[src/rtl/fifo_rd_pkg.sv]
// Shared constants and the output-buffer state type for the FIFO read controller.
package fifo_rd_pkg;

  localparam int DEFAULT_DATA_WIDTH = 8;
  localparam int DEFAULT_CNT_WIDTH  = 16;

  // Buffer state is encoded as its occupancy, so it can be used directly in credit arithmetic.
  typedef enum logic [1:0] {
    EMPTY = 2'd0,
    ONE   = 2'd1,
    TWO   = 2'd2
  } buf_state_e;

endpackage

[src/rtl/fifo_rd_ctrl_if.sv]
// FIFO read-side and downstream valid/ready signals of fifo_rd_ctrl.
// The master modport is the controller; the slave modport is the FIFO plus consumer.
interface fifo_rd_ctrl_if import fifo_rd_pkg::*; #(
  parameter int DATA_WIDTH = DEFAULT_DATA_WIDTH
);
  logic                  rEmpty;
  logic [DATA_WIDTH-1:0] rData;
  logic                  rinc;
  logic [DATA_WIDTH-1:0] out_data;
  logic                  out_valid;
  logic                  out_ready;

  modport master (
    input  rEmpty, rData, out_ready,
    output rinc, out_data, out_valid
  );

  modport slave (
    output rEmpty, rData, out_ready,
    input  rinc, out_data, out_valid
  );
endinterface

[src/rtl/fifo_rd_skid.sv]
// Two-entry output buffer: head entry drives the output, tail entry absorbs one word of backpressure.
module fifo_rd_skid import fifo_rd_pkg::*; #(
  parameter int DATA_WIDTH = DEFAULT_DATA_WIDTH
) (
  input  logic                  clk,
  input  logic                  rst,
  input  logic                  push_i,
  input  logic [DATA_WIDTH-1:0] data_in_i,
  input  logic                  pop_i,
  output logic [DATA_WIDTH-1:0] data_out_o,
  output logic                  valid_o,
  output buf_state_e            occupancy_o
);

  buf_state_e            state_q, state_d;
  logic [DATA_WIDTH-1:0] head_q, head_d;
  logic [DATA_WIDTH-1:0] tail_q, tail_d;

  always_comb begin
    // NOTE: every next-state variable gets a default first, so no path leaves one unassigned (no latch).
    state_d = state_q;
    head_d  = head_q;
    tail_d  = tail_q;
    unique case (state_q)
      EMPTY: begin
        if (push_i) begin
          head_d  = data_in_i;
          state_d = ONE;
        end
      end
      ONE: begin
        if (push_i && pop_i) begin
          head_d = data_in_i;
        end else if (push_i) begin
          tail_d  = data_in_i;
          state_d = TWO;
        end else if (pop_i) begin
          state_d = EMPTY;
        end
      end
      TWO: begin
        if (pop_i) begin
          head_d = tail_q;
          if (push_i) tail_d = data_in_i;
          else        state_d = ONE;
        end
      end
      default: state_d = EMPTY;
    endcase
  end

  always_ff @(posedge clk) begin
    // NOTE: non-blocking assignments keep every flop sampling pre-edge values regardless of block order.
    if (rst) begin
      state_q <= EMPTY;
      // NOTE: the two data entries are reset too, because out_data must read zero after reset.
      head_q  <= '0;
      tail_q  <= '0;
    end else begin
      state_q <= state_d;
      head_q  <= head_d;
      tail_q  <= tail_d;
    end
  end

  assign data_out_o  = head_q;
  assign valid_o     = (state_q != EMPTY);
  assign occupancy_o = state_q;

endmodule

[src/rtl/fifo_rd_ctrl.sv]
// FIFO read-side controller: issues rinc against buffer credit and presents words on valid/ready.
// Optional read-statistics counter (rd_count) is built when FIFO_RD_STATS_EN is defined.
module fifo_rd_ctrl import fifo_rd_pkg::*; #(
  parameter int DATA_WIDTH = DEFAULT_DATA_WIDTH,
  parameter int CNT_WIDTH  = DEFAULT_CNT_WIDTH
) (
  input  logic                 rclk,
  input  logic                 rrst,
  input  logic                 rd_en,
  fifo_rd_ctrl_if.master       bus
`ifdef FIFO_RD_STATS_EN
  ,
  output logic [CNT_WIDTH-1:0] rd_count
`endif
);

  logic       rd_pend_q;
  logic       skid_valid;
  logic       pop;
  logic [2:0] committed;
  buf_state_e occ;

  assign pop = skid_valid & bus.out_ready;

  // Words buffered plus the one in flight must leave room, counting the slot a pop frees this cycle.
  assign committed = 3'(occ) + {2'b00, rd_pend_q};
  assign bus.rinc  = rd_en & ~bus.rEmpty & ~rrst & (committed < (3'd2 + {2'b00, pop}));

  always_ff @(posedge rclk) begin
    if (rrst) rd_pend_q <= 1'b0;
    else      rd_pend_q <= bus.rinc;
  end

  fifo_rd_skid #(
    .DATA_WIDTH (DATA_WIDTH)
  ) u_skid (
    .clk         (rclk),
    .rst         (rrst),
    .push_i      (rd_pend_q),
    .data_in_i   (bus.rData),
    .pop_i       (pop),
    .data_out_o  (bus.out_data),
    .valid_o     (skid_valid),
    .occupancy_o (occ)
  );

  assign bus.out_valid = skid_valid;

`ifdef FIFO_RD_STATS_EN
  logic [CNT_WIDTH-1:0] cnt_q;

  always_ff @(posedge rclk) begin
    if (rrst)     cnt_q <= '0;
    else if (pop) cnt_q <= cnt_q + 1'b1;
  end

  assign rd_count = cnt_q;
`endif

endmodule

[src/flat_wrapper.sv]
// flat-port wrapper written by rule: the top's interface ports become plain ports
module fifo_rd_ctrl_flat import fifo_rd_pkg::*;
#(
  parameter int DATA_WIDTH = DEFAULT_DATA_WIDTH,
  parameter int CNT_WIDTH  = DEFAULT_CNT_WIDTH
)
  (rclk, rrst, rd_en, bus_rEmpty, bus_rData, bus_out_ready, bus_rinc, bus_out_data, bus_out_valid);
  fifo_rd_ctrl_if #(.DATA_WIDTH(DATA_WIDTH)) bus_i ();
  input  logic rclk;
  input  logic rrst;
  input  logic rd_en;
  input wire logic [$bits(bus_i.rEmpty)-1:0] bus_rEmpty;
  input wire logic [$bits(bus_i.rData)-1:0] bus_rData;
  input wire logic [$bits(bus_i.out_ready)-1:0] bus_out_ready;
  output wire logic [$bits(bus_i.rinc)-1:0] bus_rinc;
  output wire logic [$bits(bus_i.out_data)-1:0] bus_out_data;
  output wire logic [$bits(bus_i.out_valid)-1:0] bus_out_valid;
  assign bus_i.rEmpty = bus_rEmpty;
  assign bus_i.rData = bus_rData;
  assign bus_i.out_ready = bus_out_ready;
  assign bus_rinc = bus_i.rinc;
  assign bus_out_data = bus_i.out_data;
  assign bus_out_valid = bus_i.out_valid;
  fifo_rd_ctrl #(.DATA_WIDTH(DATA_WIDTH), .CNT_WIDTH(CNT_WIDTH)) u_core (.rclk(rclk), .rrst(rrst), .rd_en(rd_en), .bus(bus_i));
endmodule
[config.mk]
export PLATFORM = sky130hd
export DESIGN_NAME = fifo_rd_ctrl_flat
export DESIGN_NICKNAME = d
export VERILOG_FILES = /design/src/rtl/fifo_rd_pkg.sv /design/src/rtl/fifo_rd_ctrl_if.sv /design/src/rtl/fifo_rd_skid.sv /design/src/rtl/fifo_rd_ctrl.sv /design/src/flat_wrapper.sv
export SDC_FILE = /design/constraint.sdc
export NUM_CORES = 1
export LEC_CHECK = 0
export ABC_CLOCK_PERIOD_IN_PS = 4200
export BUFFER_PORTS_ARGS = -buffer_cell sky130_fd_sc_hd__buf_2
export CORE_AREA = 3 3 49 51
export CTS_CLUSTER_DIAMETER = 30
export DETAILED_ROUTE_END_ITERATION = 6
export DIE_AREA = 0 0 52 54
export PLACE_DENSITY = 0.72
export SKIP_CTS_REPAIR_TIMING = 1
export SLEW_MARGIN = 25
export SYNTH_ARGS = -nofsm -noshare
export SYNTH_HDL_FRONTEND = slang
export SYNTH_SLANG_ARGS = --single-unit
[constraint.sdc]
create_clock -name rclk -period 4.2 [get_ports rclk]
set_input_delay 0.84 -clock rclk [delete_from_list [all_inputs] [get_ports rclk]]
set_output_delay 0.84 -clock rclk [all_outputs]
set_load 0.1 [all_outputs]
=== After elaboration in Yosys (flattened, before gate mapping) ===
Index checks and enable logic that the tools add are counted.

* Memories: 0
* Bits of input ports: 13
* Bits in writable memories: 0
* Logic and storage cells: 44
* Flip-flop bits (word level): 19
* Bits in read-only memories: 0
* Bits in latches: 0

* Reductions and logical operators: 8
* Div/mod/pow operators: 0
* Shift operators: 0
* Bitwise operators: 6
* Add/sub/neg operators: 2
* Muxes and demuxes: 15
* $lt $le $gt $ge: 1
* Multipliers: 0
* Equality and inequality tests: 8

{| class="wikitable"
|+ Operators by type and width
! kind !! number
|-
| two-way mux 8 bit || 6
|-
| one-hot mux 8 bit (3 select lines) || 1
|-
| one-hot mux 8 bit (2 select lines) || 1
|-
| two-way mux 2 bit || 6
|-
| != test 2 bit, second input constant || 3
|-
| one-hot mux 2 bit (3 select lines) || 1
|-
| AND reduction 5 bit || 1
|-
| AND 1 bit || 4
|-
| != test 2 x 1 -> 1 bit, second input constant || 2
|-
| AND reduction 4 bit || 1
|-
| nonzero test 2 bit || 2
|-
| adder 2 x 1 -> 3 bit || 1
|-
| adder 2 x 1 -> 3 bit, first input constant || 1
|-
| less-than comparator 3 bit || 1
|-
| != test 3 x 1 -> 1 bit, second input constant || 1
|-
| AND reduction 3 bit || 1
|-
| nonzero test 3 bit || 1
|-
| == test 2 x 1 -> 1 bit, second input constant || 1
|-
| == test 2 bit, second input constant || 1
|-
| logical NOT 2 bit || 1
|-
| inverter 1 bit || 2
|-
| logical AND 1 bit || 1
|}

=== Logic depth before layout (Yosys ltp) ===
* Depth after elaboration: 6
* Mapped depth: 5

=== By module ===
From an unflattened synthesis, not the netlist that was laid out.

* Cell total of the unflattened synthesis: 100
* Area, all modules: 1004.7 um^2

{| class="wikitable"
|+ By module, submodules not included
! module !! sequential area each (um^2) !! area an instance (um^2) !! instances !! cells each
|-
| fifo_rd_skid || 360.3 || 925.9 || 1 || 92
|-
| fifo_rd_ctrl || 20.0 || 78.8 || 1 || 8
|}

=== Worst setup path before layout ===
No wires, ideal clock.

* Kind: in2out
* Start point: input port bus_rEmpty
* End point: output port bus_rinc
* Path slack: 0.356 ns
* Arrival: 3.004 ns
* Data required time: 3.360 ns
* Stages: 2
* Path buffers: 0
* Cell sequence: or4b_2 a21oi_1

* Word-level cells in the longest chain between the ends: 4

{| class="wikitable"
|+ RTL lines
! item !! line !! source
|-
| start, declared || flat_wrapper.sv:12 || <nowiki>input wire logic [$bits(bus_i.rEmpty)-1:0] bus_rEmpty;</nowiki>
|-
| inverter 1 bit || fifo_rd_ctrl.sv:27 || <nowiki>assign bus.rinc = rd_en & ~bus.rEmpty & ~rrst & (committed < (3'd2 + {2'b00, pop}));</nowiki>
|-
| AND 1 bit (3 in series) || fifo_rd_ctrl.sv:27 ||
|-
| end, declared || flat_wrapper.sv:15 || <nowiki>output wire logic [$bits(bus_i.rinc)-1:0] bus_rinc;</nowiki>
|}

Every way passes these cells.

=== Final worst setup path ===
* Start point: input port rrst
* End point: output port bus_rinc

* Word-level cells in the longest chain between the ends: 3

{| class="wikitable"
|+ RTL lines
! item !! line !! source
|-
| start, declared || flat_wrapper.sv:10 || <nowiki>input logic rrst;</nowiki>
|-
| inverter 1 bit || fifo_rd_ctrl.sv:27 ||
|-
| AND 1 bit (2 in series) || fifo_rd_ctrl.sv:27 ||
|}

Every way passes these cells.

==> results.sh <==
export IMPL_status="completed"
export IMPL_cp_num_buf_inv=2
export IMPL_first_global_vias=731
export IMPL_cap_violations=0
export IMPL_cts_tree="built"
export IMPL_hold_violations=0
export IMPL_ios=23
export IMPL_synthesis_area_um2=995
export IMPL_swShare_pct=32.6
export IMPL_place_congestion=0.696
export IMPL_drc=0
export IMPL_grt_max_degree=28
export IMPL_drt_antenna_violating_nets=0
export IMPL_vias_per_cell=5.35
export IMPL_r2r_start="u_core.u_skid.occupancy_o[1]"
export IMPL_synth_edf_count=0
export IMPL_synthCells=98
export IMPL_synth_commonest_cells="dfxtp_1, nand2b_1, a211oi_1, mux2i_1"
export IMPL_vias=771
export IMPL_hpwl_um=1390
export IMPL_maxSlewViolCount=0
export IMPL_r2r_cells=3
export IMPL_drt_pass1_iter_count=4
export IMPL_ir_drop_v=0.000186
export IMPL_cts_sinks=19
export IMPL_cts_root_buffer="clkbuf_4"
export IMPL_start_util_pct=50.2
export IMPL_min_to="u_core.u_skid.tail_q[2]"
export IMPL_post_route_period_util_pct=76.4
export IMPL_die_y_um=54
export IMPL_yosysTopAreaCell="dfxtp_1"
export IMPL_dr_first_iter_drc_count=9
export IMPL_antenna_found_initial=0
export IMPL_hold_class="reg2reg"
export IMPL_critPathMostFrequentCell="buf_2"
export IMPL_crit_fanout=27
export IMPL_rsz0062_at_grt="no"
export IMPL_switchingPower_uw=118
export IMPL_area_delta_synth_final_pct=12.1
export IMPL_async_flop_share_pct=0
export IMPL_insertion_delay_ps=290
export IMPL_intPower_uw=243
export IMPL_setup_slack_ps=989
export IMPL_tightest_slew_ps=678
export IMPL_fillCellCount=187
export IMPL_fmax_mhz=311
export IMPL_numCtsBuffers=3
export IMPL_placementRows=16
export IMPL_chipWidth_um=52
export IMPL_place_area_um2=1090
export IMPL_seq_area_frac_synth_pct=38.2
export IMPL_final_setup_tns_ps=0
export IMPL_cp_arrival_ps=2370
export IMPL_p_seq_share_pct=52.5
export IMPL_ys_flop_type="dfxtp_1"
export IMPL_synth_area_leaders="dfxtp_1, mux2i_1, a211oi_1, nand2b_1, buf_6"
export IMPL_htree_num_levels=1
export IMPL_critPathLaunch="rrst"
export IMPL_grt_use_total_pct=15.1
export IMPL_r2r_slack_ps=2480
export IMPL_fin_nets=133
export IMPL_drive_above_1_share_pct=25.6
export IMPL_wl_per_cell_um=12.9
export IMPL_clockBufferDepth=2
export IMPL_ys_types=25
export IMPL_holdPathStages=2
export IMPL_postSynthAreaPerCell_um2=10.2
export IMPL_clk_pin_slew_ps=110
export IMPL_ys_ff_latch=19
export IMPL_path_class="in2out"
export IMPL_cp_start_kind="input port"
export IMPL_finClkSkew_ps=1.49
export IMPL_routed_wl_um=1850
export IMPL_synth_warnings=0
export IMPL_synth_top_area_share_pct=38.2
export IMPL_core_um2=1980
export IMPL_diodes=0
export IMPL_crit_required_ps=3360
export IMPL_p_leak_uw=0.000499
export IMPL_finalInstanceArea_um2=1110
export IMPL_setup_viol=0
export IMPL_p_per_area_nw_per_um2=324
export IMPL_cp_end_kind="primary output"
export IMPL_crit_chain="buf_2 -> or4b_2 -> a21oi_1 -> buf_2"
export IMPL_crit_family="simple AND/OR/NAND/NOR gates"
export IMPL_p_total_uw=361
export IMPL_p_clk_share_pct=25.4
export IMPL_overflow=0
export IMPL_min_period_ps=3210
export IMPL_hold_start="u_core.u_skid.tail_q[2]"
export IMPL_die_area_um2=2810
export IMPL_synth_most_common_cell="dfxtp_1"
export IMPL_grt_pass1_wl_um=3110
export IMPL_synth_fp_nets=113
export IMPL_pre_cts_ws_ps=1000
export IMPL_slew_headroom_pct=54.7
export IMPL_cp_slowest_cell="or4b_2"
export IMPL_slowest_delay_ps=700
export IMPL_combPwrFrac_pct=22.0
export IMPL_numPortBuffers=22
export IMPL_reg2reg_to="u_core.u_skid.tail_q[0]"
==> per-stage QoR <==
stage	std cells	hold slack, ps	util [%]
2_1_floorplan	98	448	-
5_1_grt	144	506	56.3
4_1_cts	144	489	56.3
3_3_place_gp	140	457	54.9
3_5_place_dp	140	471	54.9
6_report	144	481	56.3
==> routing by layer <==
layer / track usage (%) / part of all wire [%]
met1: 19.1 / 50
met2: 25.1 / 45
met3: 3.32 / 4.0
met4: 5.24 / 0.54
met5: 0 / 0
==> cells by family after synthesis <==
| logic type | count (synthesis) | share of synthesized area (%) |
|---|---|---|
| AOI/OAI and AO/OA | 24 | 18.4 |
| muxes | 16 | 16.1 |
| DFF | 19 | 38.2 |
| buffers and inverters | 8 | 5.53 |
| and+or+nand+nor | 29 | 19.2 |
| adders and majority gates | 2 | 2.52 |
==> area by class of cell <==
class | count | area, um^2 | share of cell area [%]
clock buffers | 3 | 22.5 | 2.02
multi-input cells | 71 | 559 | 50.2
repair buffers | 22 | 110 | 9.88
well taps | 27 | 33.8 | 3.03
clock inverters | 1 | 5.00 | 0.449
flip-flops and latches | 19 | 380 | 34.1
inverters | 1 | 3.75 | 0.337
==> state kept, by name, indices dropped and copies added, names as in the netlist <==
name                       count
u_core.u_skid.occupancy_o      2
u_core.rd_pend_q               1
u_core.u_skid.data_out_o       8
u_core.u_skid.tail_q           8
==> worst register-to-register path: stages, from the launching register on <==
cell     delay, ps
dfxtp_1        480
and3b_1        440
o21a_1         490
mux2i_1        240
==> power groups by stage <==
| stage | clock, uW | combinational [uW] | sequential [uW] |
|---|---|---|---|
| after floorplan | 0 | 32.6 | 225 |
| after global placement | 0 | 78.8 | 193 |
| after detailed placement | 0 | 79.8 | 194 |
| after CTS | 95.1 | 79.8 | 190 |
| after global routing | 100 | 84.8 | 191 |
| final | 91.8 | 79.4 | 190 |
==> worst max-delay path by stage <==
| stage | endpoint | depth (start not counted) |
|---|---|---|
| after global routing | bus_rinc | 4 |
| after detailed placement | bus_rinc | 4 |
| after CTS | bus_rinc | 4 |
| after floorplan | bus_rinc | 2 |
| after global placement | bus_rinc | 4 |
| final | bus_rinc | 4 |
==> cell usage in the layout, fill, tap and decap left out <==
cell type	netlist	routed
or2_2	1	1
a211oi_1	16	16
buf_2	2	22
o21bai_1	1	1
a21o_4	1	1
clkbuf_4	0	3
a21o_1	1	1
nor2_1	1	1
nand2b_1	17	17
a21oi_1	3	3
or4b_2	1	1
o32a_1	1	1
mux2i_1	16	16
clkinv_2	0	1
or3b_2	1	1
or2b_1	1	1
nand2_1	1	1
inv_1	1	1
o21a_1	1	1
nor2b_1	2	2
dfxtp_1	19	19
nand3b_1	1	1
and3b_1	2	2
nor3b_1	1	1
ha_1	2	2
Power figures use the tool's default switching activity.
